## src/rtl/store_align_unit.sv

```systemverilog
// store_align_unit: store path between execute and the data-memory bus.
// Takes one store request at a time, moves the data into its byte lanes,
// builds the byte strobes and drives one registered bus beat (two when a
// store straddles a word boundary). Completion or fault is reported on a
// one-cycle response pulse.
//
// Build option: define MISALIGN_SPLIT_EN to split word-crossing stores into
// two beats. Without it, any store whose offset is not a multiple of its size
// is rejected with resp_fault=1 and no bus activity.
module store_align_unit #(
  parameter int XLEN   = 32,
  parameter int ADDR_W = 32
) (
  input  logic                clk,
  input  logic                rst,
  input  logic                req_valid,
  output logic                req_ready,
  input  logic [ADDR_W-1:0]   req_addr,
  input  logic [XLEN-1:0]     req_data,
  input  logic [2:0]          req_funct3,
  output logic                bus_valid,
  input  logic                bus_ready,
  output logic [ADDR_W-1:0]   bus_addr,
  output logic [XLEN-1:0]     bus_wdata,
  output logic [XLEN/8-1:0]   bus_wstrb,
  output logic                resp_valid,
  output logic                resp_fault
);

  localparam int NB   = XLEN / 8;
  localparam int OFFW = $clog2(NB);

  typedef enum logic [1:0] {
    IDLE  = 2'd0,
    BEAT0 = 2'd1,
    BEAT1 = 2'd2,
    RESP  = 2'd3
  } state_t;

  // Zero every byte of d at or above the access size (1 << sz bytes).
  function automatic logic [XLEN-1:0] mask_data(input logic [XLEN-1:0] d,
                                                input logic [1:0]      sz);
    logic [XLEN-1:0] m;
    int              lim;
    lim = 1 << sz;
    m   = '0;
    for (int i = 0; i < NB; i++) begin
      if (i < lim) m[8*i +: 8] = 8'hFF;
    end
    return d & m;
  endfunction

  // Place the masked data at byte offset off inside a double-width window.
  function automatic logic [2*XLEN-1:0] shift_data(input logic [XLEN-1:0] d,
                                                   input logic [OFFW-1:0] off);
    logic [2*XLEN-1:0] w;
    w = {{XLEN{1'b0}}, d};
    return w << {off, 3'b000};
  endfunction

  // Strobes for a (1 << sz)-byte access at byte offset off, double width.
  function automatic logic [2*NB-1:0] lane_strobes(input logic [1:0]      sz,
                                                   input logic [OFFW-1:0] off);
    logic [2*NB-1:0] s;
    int              lim;
    lim = 1 << sz;
    s   = '0;
    for (int i = 0; i < NB; i++) begin
      if (i < lim) s[i] = 1'b1;
    end
    return s << off;
  endfunction

`ifndef MISALIGN_SPLIT_EN
  // True when the offset is not a multiple of the access size.
  function automatic logic misaligned(input logic [1:0]      sz,
                                      input logic [OFFW-1:0] off);
    logic [OFFW-1:0] low_mask;
    int              lim;
    lim      = 1 << sz;
    low_mask = OFFW'(lim - 1);
    return |(off & low_mask);
  endfunction
`endif

  // Registered state and outputs
  state_t              state_q, state_d;
  logic                req_ready_q, req_ready_d;
  logic                bus_valid_q, bus_valid_d;
  logic [ADDR_W-1:0]   bus_addr_q, bus_addr_d;
  logic [XLEN-1:0]     bus_wdata_q, bus_wdata_d;
  logic [NB-1:0]       bus_wstrb_q, bus_wstrb_d;
  logic                resp_valid_q, resp_valid_d;
  logic                resp_fault_q, resp_fault_d;

  // Request decode
  logic [OFFW-1:0]     req_off;
  logic [1:0]          req_sz;
  logic                req_illegal;
  logic                req_reject;
  logic [ADDR_W-1:0]   req_base;
  logic [XLEN-1:0]     req_masked;
  logic [XLEN-1:0]     req_lo_data;
  logic [NB-1:0]       req_lo_strb;

`ifdef MISALIGN_SPLIT_EN
  logic [XLEN-1:0]     req_hi_data;
  logic [NB-1:0]       req_hi_strb;
  logic [XLEN-1:0]     hi_data_q, hi_data_d;
  logic [NB-1:0]       hi_strb_q, hi_strb_d;
`endif

  assign req_ready  = req_ready_q;
  assign bus_valid  = bus_valid_q;
  assign bus_addr   = bus_addr_q;
  assign bus_wdata  = bus_wdata_q;
  assign bus_wstrb  = bus_wstrb_q;
  assign resp_valid = resp_valid_q;
  assign resp_fault = resp_fault_q;

  // Decode the incoming request into lane-aligned data, strobes and legality.
  always_comb begin
    req_off     = req_addr[OFFW-1:0];
    req_sz      = req_funct3[1:0];
    req_illegal = req_funct3[2] || ((XLEN == 32) && (req_funct3[1:0] == 2'b11));
    req_base    = {req_addr[ADDR_W-1:OFFW], {OFFW{1'b0}}};
    req_masked  = mask_data(req_data, req_sz);
    req_lo_data = XLEN'(shift_data(req_masked, req_off));
    req_lo_strb = NB'(lane_strobes(req_sz, req_off));
`ifdef MISALIGN_SPLIT_EN
    req_hi_data = XLEN'(shift_data(req_masked, req_off) >> XLEN);
    req_hi_strb = NB'(lane_strobes(req_sz, req_off) >> NB);
    req_reject  = req_illegal;
`else
    req_reject  = req_illegal || misaligned(req_sz, req_off);
`endif
  end

  // Next-state and next-output logic for the store sequencer.
  always_comb begin
    state_d      = state_q;
    req_ready_d  = req_ready_q;
    bus_valid_d  = bus_valid_q;
    bus_addr_d   = bus_addr_q;
    bus_wdata_d  = bus_wdata_q;
    bus_wstrb_d  = bus_wstrb_q;
    resp_valid_d = 1'b0;
    resp_fault_d = 1'b0;
`ifdef MISALIGN_SPLIT_EN
    hi_data_d    = hi_data_q;
    hi_strb_d    = hi_strb_q;
`endif

    case (state_q)
      IDLE: begin
        if (req_valid && req_ready_q) begin
          req_ready_d = 1'b0;
          if (req_reject) begin
            // Illegal or misaligned: report a fault, never touch the bus.
            state_d      = RESP;
            resp_valid_d = 1'b1;
            resp_fault_d = 1'b1;
          end else begin
            state_d     = BEAT0;
            bus_valid_d = 1'b1;
            bus_addr_d  = req_base;
            bus_wdata_d = req_lo_data;
            bus_wstrb_d = req_lo_strb;
`ifdef MISALIGN_SPLIT_EN
            hi_data_d   = req_hi_data;
            hi_strb_d   = req_hi_strb;
`endif
          end
        end
      end

      BEAT0: begin
        if (bus_ready) begin
`ifdef MISALIGN_SPLIT_EN
          if (|hi_strb_q) begin
            // Second beat goes to the next word; the address wraps naturally.
            state_d     = BEAT1;
            bus_addr_d  = bus_addr_q + ADDR_W'(NB);
            bus_wdata_d = hi_data_q;
            bus_wstrb_d = hi_strb_q;
          end else begin
            state_d      = RESP;
            bus_valid_d  = 1'b0;
            resp_valid_d = 1'b1;
          end
`else
          state_d      = RESP;
          bus_valid_d  = 1'b0;
          resp_valid_d = 1'b1;
`endif
        end
      end

`ifdef MISALIGN_SPLIT_EN
      BEAT1: begin
        if (bus_ready) begin
          state_d      = RESP;
          bus_valid_d  = 1'b0;
          resp_valid_d = 1'b1;
        end
      end
`endif

      RESP: begin
        state_d     = IDLE;
        req_ready_d = 1'b1;
      end

      default: begin
        state_d     = IDLE;
        req_ready_d = 1'b1;
        bus_valid_d = 1'b0;
      end
    endcase
  end

  // Register state and all outputs; reset returns to an idle, quiet bus.
  always_ff @(posedge clk) begin
`ifdef MISALIGN_SPLIT_EN
    hi_data_q <= hi_data_d;
    hi_strb_q <= hi_strb_d;
`endif
    if (rst) begin
      state_q      <= IDLE;
      req_ready_q  <= 1'b1;
      bus_valid_q  <= 1'b0;
      bus_addr_q   <= '0;
      bus_wdata_q  <= '0;
      bus_wstrb_q  <= '0;
      resp_valid_q <= 1'b0;
      resp_fault_q <= 1'b0;
    end else begin
      state_q      <= state_d;
      req_ready_q  <= req_ready_d;
      bus_valid_q  <= bus_valid_d;
      bus_addr_q   <= bus_addr_d;
      bus_wdata_q  <= bus_wdata_d;
      bus_wstrb_q  <= bus_wstrb_d;
      resp_valid_q <= resp_valid_d;
      resp_fault_q <= resp_fault_d;
    end
  end

endmodule
```

## config.mk

```make
export PLATFORM = sky130hd
export DESIGN_NAME = store_align_unit
export DESIGN_NICKNAME = d
export VERILOG_FILES = /design/src/rtl/store_align_unit.sv
export SDC_FILE = /design/constraint.sdc
export NUM_CORES = 1
export LEC_CHECK = 0
export ABC_AREA = 1
export BUFFER_PORTS_ARGS = -buffer_cell sky130_fd_sc_hd__buf_2
export CELL_PAD_IN_SITES_DETAIL_PLACEMENT = 1
export CELL_PAD_IN_SITES_GLOBAL_PLACEMENT = 2
export CORE_UTILIZATION = 24
export DETAILED_ROUTE_END_ITERATION = 7
export PLACE_DENSITY_LB_ADDON = 0.2
export SETUP_SLACK_MARGIN = 0.3
export SLEW_MARGIN = 20
export SYNTH_ARGS = -nofsm -noshare
export SYNTH_HDL_FRONTEND = slang
export SYNTH_SLANG_ARGS = --single-unit
```

## constraint.sdc

```tcl
create_clock -name clk -period 2 [get_ports clk]
set_input_delay 0.3 -clock clk [delete_from_list [all_inputs] [get_ports clk]]
set_output_delay 0.3 -clock clk [all_outputs]
set_load 0.01 [all_outputs]
```

==> impl_metrics.json <==
{
  "status": "complete, no violations",
  "rsz0062_at_grt": "yes",
  "synth-main-ff-cell": "dfxtp_1",
  "remaining_drc_errors": 0,
  "async_flop_share": 0,
  "numCtsBuffers": 9,
  "finalClockSkew_ns": 0.006061,
  "fin_nets": 763,
  "yosys-top-cells-count": "225 x nand2_1, 72 x dfxtp_1, 58 x a21oi_1",
  "area.sequential_um2": 1441,
  "power.density_nw_per_um2": 804.1,
  "drt_first_pass_iters": 4,
  "synth_seq_cells": 72,
  "peakVddDrop_mv": 0.3350,
  "gp_congestion": 0.8403,
  "multi_input_area_um2": 1750,
  "htreeDepth": 3,
  "final_antenna_net_count": 0,
  "ios": 143,
  "postCtsSetupBuffers": 0,
  "placementRows": 44,
  "fmax_ghz": 0.6334,
  "io_buffers": 140,
  "fin_util": 0.3292,
  "first_iter_violations": 231,
  "fillers": 1875,
  "syn_area_um2": 3562,
  "clk_pin_slew_ns": 0.06,
  "insertion_delay_ns": 0.33,
  "synthTopCellsByArea": "dfxtp_1 40%, nand2_1 24%, a21oi_1 8.1%, nand3_1 5.8%, nor2_1 5.1%",
  "cp-start-kind": "input port",
  "p_leak_nw": 2.372,
  "dieArea_um2": 15330,
  "dpl.hpwl_um": 9725,
  "final_max_slew_viol_count": 0,
  "synth_warnings": 0,
  "drive_gt1_frac": 0.2705,
  "period_minus_slack_ns": 1.579,
  "critPathRequiredTime_ns": 2.26,
  "grt_pass1_wl_um": 19350,
  "die-width_um": 123.8,
  "vias_per_cell": 4.425,
  "postSynthAreaPerCell_um2": 6.407,
  "cts_buffer_depth": 2,
  "yosys.area.top_type": "dfxtp_1",
  "num_antenna_cells": 0,
  "coreArea_um2": 14530,
  "setup_viol": 0,
  "endpoint_kind": "register",
  "cts_root_buf": "clkbuf_16",
  "synth_edf_count": 0,
  "hold_ws_ns": 0.2070,
  "clock_sinks": 72,
  "cts_hold_buf": 0,
  "crit_chain": "buf_2 > nor2_1 > inv_1 > ha_4 > nor2_2 > nor2_4 > nand2_4 > nor2_8 > buf_12 > nand2_1 > a21oi_1",
  "start_util": 0.2451,
  "worst_slew_pin_slew_ns": 0.6582,
  "cts_tree": "built",
  "routed_wl_um": 12720,
  "cp_slowest_cell": "ha_4",
  "min_path_type": "input port to register",
  "min_period_over_period": 0.7894,
  "maxSlewHeadroom": 0.5612,
  "crit_type": "input port to register",
  "synth.most_common_cell": "nand2_1",
  "track_usage": 0.1667,
  "hold_viol": 0,
  "grt_max_degree": 59,
  "die_h_um": 123.8,
  "grt_pass1_vias": 3719,
  "path_max_fanout": 24,
  "grt-ovfl-total": 0,
  "synthDominantCellAreaShare": 0.4046,
  "post_drt_wl_per_cell_um": 14.47,
  "finalSetupTns_ns": 0,
  "maxCapViolations": 0,
  "max_stage_delay_ns": 0.27,
  "vias": 3890,
  "ys_seq_area_frac": 0.4046,
  "syn_inst": 556,
  "area_growth_pct": 34.32,
  "antenna_found_initial": 0,
  "arrival_ns": 1.84,
  "synthDistinctLibCells": 24
}
## area by class of cell
| type | count | share of cell area |
|---|---|---|
| clock buffer | 10 | 0.04786 |
| timing repair buffer | 158 | 0.1859 |
| tap | 184 | 0.04812 |
| inverter | 50 | 0.04184 |
| sequential | 72 | 0.3013 |
| multi-input combinational | 399 | 0.3658 |
| clock inverter | 6 | 0.009153 |
## path summary, 6_finish.rpt
| kind | startpoint | to | slack (ns) | cells after the start |
|---|---|---|---|---|
| max | req_funct3[1] | bus_wdata[6] | 0.42 | 11 |
| min | req_addr[19] | bus_addr[19] | 0.21 | 3 |
| max reg2reg | state_q[0] | bus_wdata[6] | 0.50 | 8 |
| min reg2reg | bus_addr[2] | bus_addr[2] | 0.46 | 2 |
## worst max-delay path, delay by kind of cell
kind | cells | cell delay [ns]
buffers and inverters | 3 | 0.44
adder cells (fa/ha/maj) | 1 | 0.27
AO/OA/AOI/OAI | 1 | 0.13
AND/OR/NAND/NOR | 6 | 0.69
## logic make-up after synthesis
| family | Yosys count | share of synthesized area |
|---|---|---|
| and+or+nand+nor | 332 | 0.3864 |
| buffers and inverters | 86 | 0.1117 |
| other | 1 | 0.001053 |
| AOI/OAI and AO/OA | 63 | 0.08922 |
| DFF | 72 | 0.4046 |
| adders and majority gates | 2 | 0.007024 |
## repair_timing
item	4_1_cts	5_1_grt
endpoints found under the setup margin	0	60
endpoints found under the hold margin	0	0
resized for setup	0	2
## metal layers
| layer | GRT usage | vias to the layer above | share of wire |
|---|---|---|---|
| met1 | 0.2137 | 1806 | 0.46 |
| met2 | 0.2774 | 88 | 0.48 |
| met4 | 0.05120 | 0 | 0.0098 |
| li1 | - | 1987 | - |
| met3 | 0.03617 | 9 | 0.049 |
| met5 | 0 | - | 0 |
## power by group
group,internal [mW],switching (mW),total [mW],leakage [nW]
logic,0.284,0.486,0.770,1.66
registers,1.52,0.0497,1.57,0.583
clock network,0.844,0.658,1.50,0.133
## placed cells by master (no fill, tap or decap), types with 2 or more instances in the layout
| cell type | Yosys | final |
|---|---|---|
| a21oi_1 | 58 | 58 |
| buf_12 | 0 | 4 |
| buf_2 | 6 | 140 |
| buf_4 | 6 | 13 |
| clkbuf_16 | 0 | 9 |
| clkinv_2 | 0 | 2 |
| clkinv_4 | 0 | 2 |
| conb_1 | 1 | 2 |
| dfxtp_1 | 72 | 72 |
| inv_1 | 46 | 45 |
| inv_2 | 4 | 3 |
| inv_6 | 0 | 2 |
| nand2_1 | 225 | 225 |
| nand3_1 | 41 | 41 |
| nand4_1 | 9 | 9 |
| nor2_1 | 48 | 47 |
| nor2_2 | 2 | 3 |
| o21ai_0 | 4 | 4 |
## sequential cells by signal, summed over array words and instances, names as in the netlist
signal,cells
bus_wdata,32
resp_valid,1
bus_valid,1
bus_addr,30
resp_fault,1
req_ready,1
bus_wstrb,4
state_q,2
## stage by stage
stage	area [um^2]	cells	worst slack (ns)	power (mW)
after floorplan	3610	557	0.3008	2.066
after global placement	4506	863	0.1010	2.365
after global routing	4785	879	0.2761	4.078
after detailed placement	4506	863	0.03423	2.380
final	4785	879	0.4213	3.847
after CTS	4778	879	0.3156	3.909
No activity file was read; power rests on OpenSTA's default activity.
